**src/rtl/countdown_ctrl.sv**
```systemverilog
// -----------------------------------------------------------------------------
// countdown_ctrl
//   Sequencing controller for the MM:SS countdown timer. Holds the BCD count,
//   reacts to start/pause/load pulses, runs the tick prescaler, decrements the
//   count once per tick and drives the beeper pattern when the count expires.
//
// Parameters
//   TICK_DIV     clock cycles per count tick (>= 2); also the length of each
//                beep on/off phase
//   BEEP_CYCLES  number of beep on/off pairs played at expiry (>= 1)
//
// Ports
//   clock_i         system clock, rising edge
//   reset_i         asynchronous, active-high reset
//   start_i         pulse: run / resume (acknowledges the alarm)
//   pause_i         pulse: freeze the count (acknowledges the alarm)
//   load_i          pulse: copy clamped preset into the count (acknowledges alarm)
//   preset_min_i    preset minutes, BCD {tens,ones}
//   preset_sec_i    preset seconds, BCD {tens,ones}
//   min_bcd_o       current minutes, BCD
//   sec_bcd_o       current seconds, BCD
//   state_o         IDLE=0, RUN=1, PAUSE=2, ALARM=3, DONE=4
//   running_o       high in RUN
//   done_o          high in ALARM and DONE
//   beep_o          buzzer drive
//
// Build option
//   COUNTDOWN_AUTO_RELOAD_EN  when defined, leaving ALARM reloads the clamped
//                             preset and restarts (or goes to DONE if it is 0).
// -----------------------------------------------------------------------------
module countdown_ctrl #(
  parameter int unsigned TICK_DIV    = 1000,
  parameter int unsigned BEEP_CYCLES = 3
) (
  input  logic       clock_i,
  input  logic       reset_i,
  input  logic       start_i,
  input  logic       pause_i,
  input  logic       load_i,
  input  logic [7:0] preset_min_i,
  input  logic [7:0] preset_sec_i,
  output logic [7:0] min_bcd_o,
  output logic [7:0] sec_bcd_o,
  output logic [2:0] state_o,
  output logic       running_o,
  output logic       done_o,
  output logic       beep_o
);

  localparam int PW = $clog2(TICK_DIV);
  localparam int BW = (BEEP_CYCLES > 1) ? $clog2(BEEP_CYCLES) : 1;
  localparam logic [PW-1:0] PRESC_LAST = PW'(TICK_DIV - 1);
  localparam logic [BW-1:0] BEEP_LAST  = BW'(BEEP_CYCLES - 1);

  typedef enum logic [2:0] {
    S_IDLE  = 3'd0,
    S_RUN   = 3'd1,
    S_PAUSE = 3'd2,
    S_ALARM = 3'd3,
    S_DONE  = 3'd4
  } state_e;

  state_e        state_q, state_d;
  logic [15:0]   cnt_q, cnt_d;          // {min tens, min ones, sec tens, sec ones}
  logic [PW-1:0] presc_q, presc_d;
  logic [BW-1:0] beep_cnt_q, beep_cnt_d; // completed on/off pairs in ALARM
  logic          beep_q, beep_d;
  logic          running_q, running_d;
  logic          done_q, done_d;

  logic [15:0]   preset_clamped;
  logic [15:0]   cnt_dec;
  logic          alarm_exit;

  // Out-of-range BCD digits are saturated rather than rejected.
  function automatic logic [15:0] clamp_preset(input logic [7:0] m, input logic [7:0] s);
    logic [3:0] mt, mo, st, so;
    mt = (m[7:4] > 4'd9) ? 4'd9 : m[7:4];
    mo = (m[3:0] > 4'd9) ? 4'd9 : m[3:0];
    st = (s[7:4] > 4'd5) ? 4'd5 : s[7:4];
    so = (s[3:0] > 4'd9) ? 4'd9 : s[3:0];
    return {mt, mo, st, so};
  endfunction

  // One-second BCD decrement with borrow chain; 00:00 is left unchanged.
  function automatic logic [15:0] dec_count(input logic [15:0] c);
    logic [3:0] mt, mo, st, so;
    {mt, mo, st, so} = c;
    if (so != 4'd0) begin
      so = so - 4'd1;
    end else if (st != 4'd0) begin
      st = st - 4'd1;
      so = 4'd9;
    end else if ({mt, mo} != 8'h00) begin
      st = 4'd5;
      so = 4'd9;
      if (mo != 4'd0) begin
        mo = mo - 4'd1;
      end else begin
        mo = 4'd9;
        mt = mt - 4'd1;
      end
    end
    return {mt, mo, st, so};
  endfunction

  assign preset_clamped = clamp_preset(preset_min_i, preset_sec_i);
  assign cnt_dec        = dec_count(cnt_q);

  always_comb begin
    state_d    = state_q;
    cnt_d      = cnt_q;
    presc_d    = presc_q;
    beep_cnt_d = beep_cnt_q;
    beep_d     = beep_q;
    alarm_exit = 1'b0;

    unique case (state_q)
      S_IDLE, S_PAUSE: begin
        if (load_i) begin
          cnt_d      = preset_clamped;
          state_d    = S_IDLE;
          presc_d    = '0;
          beep_d     = 1'b0;
          beep_cnt_d = '0;
        end else if (start_i && (cnt_q != 16'h0000)) begin
          // Prescaler is kept so a resume finishes the interrupted tick.
          state_d = S_RUN;
        end
      end

      S_RUN: begin
        if (pause_i) begin
          state_d = S_PAUSE;
        end else if (presc_q == PRESC_LAST) begin
          presc_d = '0;
          cnt_d   = cnt_dec;
          if (cnt_dec == 16'h0000) begin
            state_d    = S_ALARM;
            beep_d     = 1'b1;
            beep_cnt_d = '0;
          end
        end else begin
          presc_d = presc_q + 1'b1;
        end
      end

      S_ALARM: begin
        if (start_i || pause_i || load_i) begin
          alarm_exit = 1'b1;
        end else if (presc_q == PRESC_LAST) begin
          // Phase boundary: high phase ends -> low, low phase ends -> next pair.
          presc_d = '0;
          if (beep_q) begin
            beep_d = 1'b0;
          end else if (beep_cnt_q == BEEP_LAST) begin
            alarm_exit = 1'b1;
          end else begin
            beep_cnt_d = beep_cnt_q + 1'b1;
            beep_d     = 1'b1;
          end
        end else begin
          presc_d = presc_q + 1'b1;
        end
      end

      S_DONE: begin
        if (load_i) begin
          cnt_d      = preset_clamped;
          state_d    = S_IDLE;
          presc_d    = '0;
          beep_d     = 1'b0;
          beep_cnt_d = '0;
        end
      end

      default: begin
        state_d = S_IDLE;
      end
    endcase

    if (alarm_exit) begin
      beep_d     = 1'b0;
      presc_d    = '0;
      beep_cnt_d = '0;
`ifdef COUNTDOWN_AUTO_RELOAD_EN
      cnt_d   = preset_clamped;
      state_d = (preset_clamped != 16'h0000) ? S_RUN : S_DONE;
`else
      state_d = S_DONE;
`endif
    end

    running_d = (state_d == S_RUN);
    done_d    = (state_d == S_ALARM) || (state_d == S_DONE);
  end

  always_ff @(posedge clock_i or posedge reset_i) begin
    if (reset_i) begin
      state_q    <= S_IDLE;
      cnt_q      <= 16'h0000;
      presc_q    <= '0;
      beep_cnt_q <= '0;
      beep_q     <= 1'b0;
      running_q  <= 1'b0;
      done_q     <= 1'b0;
    end else begin
      state_q    <= state_d;
      cnt_q      <= cnt_d;
      presc_q    <= presc_d;
      beep_cnt_q <= beep_cnt_d;
      beep_q     <= beep_d;
      running_q  <= running_d;
      done_q     <= done_d;
    end
  end

  assign min_bcd_o = cnt_q[15:8];
  assign sec_bcd_o = cnt_q[7:0];
  assign state_o   = state_q;
  assign running_o = running_q;
  assign done_o    = done_q;
  assign beep_o    = beep_q;

endmodule
```
**config.mk**
```make
export PLATFORM = sky130hd
export DESIGN_NAME = countdown_ctrl
export DESIGN_NICKNAME = d
export VERILOG_FILES = /design/src/rtl/countdown_ctrl.sv
export SDC_FILE = /design/constraint.sdc
export NUM_CORES = 1
export LEC_CHECK = 0
export ABC_AREA = 0
export BUFFER_PORTS_ARGS = -buffer_cell sky130_fd_sc_hd__buf_4
export CORE_MARGIN = 3
export CORE_UTILIZATION = 50
export DETAILED_ROUTE_END_ITERATION = 8
export HOLD_SLACK_MARGIN = 0.1
export PLACE_DENSITY = 0.82
export SYNTH_ARGS = -nofsm -noshare
export SYNTH_HDL_FRONTEND = slang
export SYNTH_SLANG_ARGS = --single-unit
```
**constraint.sdc**
```tcl
create_clock -name clock_i -period 2.6 [get_ports clock_i]
set_input_delay 0.52 -clock clock_i [delete_from_list [all_inputs] [get_ports clock_i]]
set_output_delay 0.52 -clock clock_i [all_outputs]
set_load 0.05 [all_outputs]
```
After elaboration in Yosys (flattened, before gate mapping)

Index checks and enable logic that the tools add are counted.

Output and inout bits: 22
Flip-flop bits (word level): 34

Equality and inequality tests: 20
Multiplexer cells: 61
Order comparisons: 4
Add/subtract/negate cells: 6
Reduce and logical (&&, ||, !) cells: 19

Operator list:

| kind                    | number |
|---|---|
| $mux W4                 | 18 |
| $mux W10                | 5 |
| $mux W16                | 3 |
| $pmux W16 S2            | 1 |
| $pmux W10 S3            | 1 |
| $mux W3                 | 7 |
| $ne A3 B3 Y1 const B    | 7 |
| $mux W2                 | 9 |
| $logic_not A16 Y1       | 1 |
| $reduce_bool A16 Y1     | 1 |
| $reduce_bool A4 Y1      | 4 |
| $sub A4 B1 Y4 const B   | 4 |
| $mux W1                 | 14 |
| $gt A4 B4 Y1 const B    | 3 |
| $pmux W3 S4             | 1 |
| $add A10 B1 Y10 const B | 1 |
| $eq A10 B10 Y1 const B  | 1 |
| $eq A3 B2 Y1 const B    | 3 |
| $reduce_and A9 Y1       | 1 |
| $reduce_and A4 Y1       | 2 |
| $reduce_bool A8 Y1      | 1 |
| $reduce_and A7 Y1       | 1 |
| $eq A3 B1 Y1 const B    | 2 |
| $eq A3 B3 Y1 const B    | 2 |
| 14 further kinds        | 17 |

Depth between registers and ports, before layout

Depth in word-level cells: 13
Mapped depth: 9
Depth with buffers taken out: 8

Least setup slack after synthesis

OpenSTA, ideal clock, no wires.

Path type: register to register
From: register cnt_q[0]
To: register beep_cnt_q[1]
Arrival: 2.950 ns
Stages on the path, launching flop included: 9
Data required time: 2.480 ns
Setup slack: -0.470 ns
Period minus slack after synthesis: 3.070 ns
Cells stage by stage: dfrtp_1 inv_1 ha_1 or3b_4 or4_4 mux2i_1 nand4_1 or4_1 a31o_1

Cells in the longest elaborated chain, start to end: 6
Elaborated cells on any way between the ends: 11
Classes of those cells: 1 x add/sub; 1 x eq/ne; 6 x mux; 3 x reduce/logical

RTL lines:

| item                                                  | line | source |
|---|---|---|
| start: declaration                                    | 64   | `logic [15:0] cnt_q, cnt_d;` |
| start signal: assignment                              | 209  | `cnt_q <= cnt_d;` |
| branches (longest 3 deep; another with $sub A4 B1 Y4) | -    |  |
| $logic_not A16 Y1 (*)                                 | 138  | `if (cnt_dec == 16'h0000) begin` |
| $ne A3 B3 Y1 (no source line) (*)                     | -    |  |
| $reduce_and A9 Y1 (no source line) (*)                | -    |  |
| end signal: assignment                                | 211  | `beep_cnt_q <= beep_cnt_d;` |
| end: declaration                                      | 66   | `logic [BW-1:0] beep_cnt_q, beep_cnt_d;` |

Mark *: on every way between the ends.
A chain may end at the register's enable or synchronous reset.

Worst setup path in the final report

From: register cnt_q[1]
To: register beep_cnt_q[1]

The elaborated chain is that of the path after synthesis.

==> flow_summary.ini <==
[synthesis]
synthFlopType = dfrtp_1
synth-seq-cells = 34
synth-warning-count = 0
netlist_top_cells_area = dfrtp_1 34%, o21ai_0 6.5%, a21oi_1 5.7%
syn-instance-count = 314
ys_async_sr_fraction_pct = 100
synth_largest_area_cell = dfrtp_1
synthesis.area_sq_um = 2480
synth.top_cell.area_share_pct = 34.4
postSynthAreaPerCell_sq_um = 7.89
mappedNetlistNets = 341
yosysUniqueCellTypes = 54
synth_enable_flop_cells = 0
synth-seq-area-share_pct = 34.4

[placement]
placement.setup.worst_slack_ns = -0.149
final_wtd_congestion = 0.933
io_buffer_count = 42
detailedPlacementHpwl_um = 5210
dp.cells = 444

[global_routing]
grt_max_degree = 35
grt_antenna_before_repair = 0
overflow = 0
global_route_wire_length_before_repair_um = 12500
global_route.usage.total_pct = 26.0
number_of_global_route_vias_before_repair = 2544

[finish]
antenna-diode-count = 0
layout_commonest_cell = buf_4
syn_to_final_growth_pct = 33.4
n_fill_cell = 359
commonest_non_fill_non_tap_cells_in_the_layout = 80 x buf_4, 32 x o21ai_0, 32 x nand2_1
finish.cell_count_without_fillers = 453
fraction_of_final_layout_cells_sized_beyond_drive_strength_1_pct = 29.9
finalNetCount = 414

[clock_network]
ctsHoldBuffers = 0
numCtsBuffers = 5
insertion_delay_ns = 0.29
ctsRootBufferMaster = clkbuf_8
worst_setup_hold_path_clk_slew_ns = 0.07
cts_max_level = 2
cts_buffer_depth = 2
tritoncts_sinks = 34
clock_tree_from_tritoncts = built

[setup_path]
crit_family = simple AND/OR/NAND/NOR gates
crit_arrival_ns = 2.98
worst_ep_required_time_ns = 2.78
cp_common_cell = or4_4
crit_path_start_kind = register
endpoint_kind = register
buf_inv_stages_crit_path = 1
max_stage_delay_ns = 0.57
worstPathCellList = inv_2, ha_4, or3b_4, or4_4, mux2i_1, nand4_1, or4_4, a31o_1
timing_worst_setup_path_type = register to register
timing.critical_path.fanout_max = 4
worst_path_max_delay_cell = or4_4

[timing]
finalHoldViolations = 0
headroom_to_the_max_slew_limit_pct = 53.2
achievable-frequency_mhz = 358
final_period_minus_worst_setup_slack_ns = 2.80
grt_setup_unrepaired = yes
final.period_utilization_pct = 108
fin_worst_skew_ns = 0.00723
final-setup-viol-count = 6
finalMaxSlewViolations = 0
finalWorstSetupSlack_ns = -0.195
tightest_slew_ns = 0.702

[floorplanning]
floorplan.initialDensity_pct = 54.2
io_pins = 43
die_area_sq_um = 5830
dieHeight_um = 76.4
placementRows = 24
standard_cell_core_area_sq_um = 4560
die_w_um = 76.4

[status]
failed_checks = negative setup slack
status = finished, violations left

[detailed_routing]
drt_pre_antenna_iters = 5
routed_wl_um = 7660
total_via_count_after_detailed_routing = 2825
routed_length_per_placed_instance_um = 16.9
drc_errors = 0
routed_via_density = 6.24
ant_nets = 0
drtIter0Drc = 402

[pwr]
cellPowerDensity_nw_per_um2 = 1230
power_leakage_uw = 0.00144
power.ir.vdd_worst_mv = 0.715

[job]
drv_cap = 0

[worst_hold_path]
hold_path_class = primary input to async pin
path summary, 6_finish.rpt:
| path | start | end | slack, ns | cells past startpoint |
|---|---|---|---|---|
| min in group clock_i | preset_sec_i[3] | cnt_q[3] | 0.51 | 3 |
| min | reset_i | cnt_q[1] | 0.33 | 3 |
| max in group asynchronous | reset_i | cnt_q[5] | 1.92 | 3 |
| max | cnt_q[1] | beep_cnt_q[1] | -0.20 | 8 |
| max reg2reg | cnt_q[1] | beep_cnt_q[1] | -0.20 | 8 |
| min reg2reg | presc_q[9] | presc_q[9] | 0.51 | 1 |
worst min-delay path: cells and delay by family:
family                 cells  cell delay, ns
buffers and inverters      3            0.54
area by class of cell:
type                            instances  area (sq um)  share of cell area (%)
Sequential cell                        34           856                    25.9
Clock buffer                            5          68.8                    2.08
Timing Repair Buffer                   80           601                    18.2
Clock inverter                          3          68.8                    2.08
Tap cell                               65          81.3                    2.46
Multi-Input combinational cell        250          1570                    47.4
Inverter                               16          60.1                    1.82
what timing repair did:
item	in CTS	in global routing
buffers inserted	0	1
setup endpoints to repair	4	6
cloned	0	0
gates resized for setup	3	7
pin swaps	3	7
flip-flops by register name (all words and copies together), names as in the netlist:
| signal | count |
|---|---|
| cnt_q | 16 |
| presc_q | 10 |
| state_o | 3 |
| beep_cnt_q | 2 |
| beep_o | 1 |
| done_o | 1 |
| running_o | 1 |
power breakdown:
part / leakage [uW] / internal (uW) / switching (uW)
registers: 0.000433 / 696 / 188
clock network: 0.0000683 / 384 / 215
logic: 0.000934 / 956 / 1640
total: 0.00144 / 2040 / 2040
cells by family (layout without fill, tap and decap cells):
group	count (synthesis)	in the layout	synth area share [%]
flip-flops	34	34	34.4
adder cells (fa/ha/maj)	6	6	3.03
multiplexers	6	6	2.48
AND/OR/NAND/NOR	127	127	27.4
buffers and inverters	30	104	4.85
AO/OA/AOI/OAI	111	111	27.8
through the flow:
stage               hold slack, ns  instance area (sq um)  total power, uW  utilization (%)  TNS (ns)
floorplan                    0.468                   2510             2530                -    -0.544
global placement             0.483                   3120             3300             68.4   -0.0950
detailed placement           0.503                   3120             3360             68.4    -0.339
CTS                          0.340                   3260             4000             71.5    -0.205
global route                 0.375                   3300             4310             72.3     -1.40
finish                       0.330                   3300             4080             72.3     -1.02
routing by layer:
layer	up-vias	part of all wire, %	GRT usage [%]
li1	1319	-	-
met1	1315	43	37.0
met2	168	47	40.5
met3	23	8.4	4.14
met4	0	1.8	7.97
met5	-	0	0
Yosys cell counts (6+ instances only):
| cell | n |
|---|---|
| nand2_1 | 32 |
| nor3_1 | 9 |
| ha_1 | 6 |
| clkbuf_1 | 10 |
| a31oi_1 | 8 |
| nor3b_1 | 7 |
| dfrtp_1 | 34 |
| inv_1 | 16 |
| nor2_1 | 26 |
| nand4_1 | 8 |
| o21ai_0 | 32 |
| a21oi_1 | 28 |
| nor2b_1 | 7 |
| o31ai_1 | 6 |
| nand2b_1 | 6 |
| o22ai_1 | 6 |
Power figures use the tool's default switching activity.
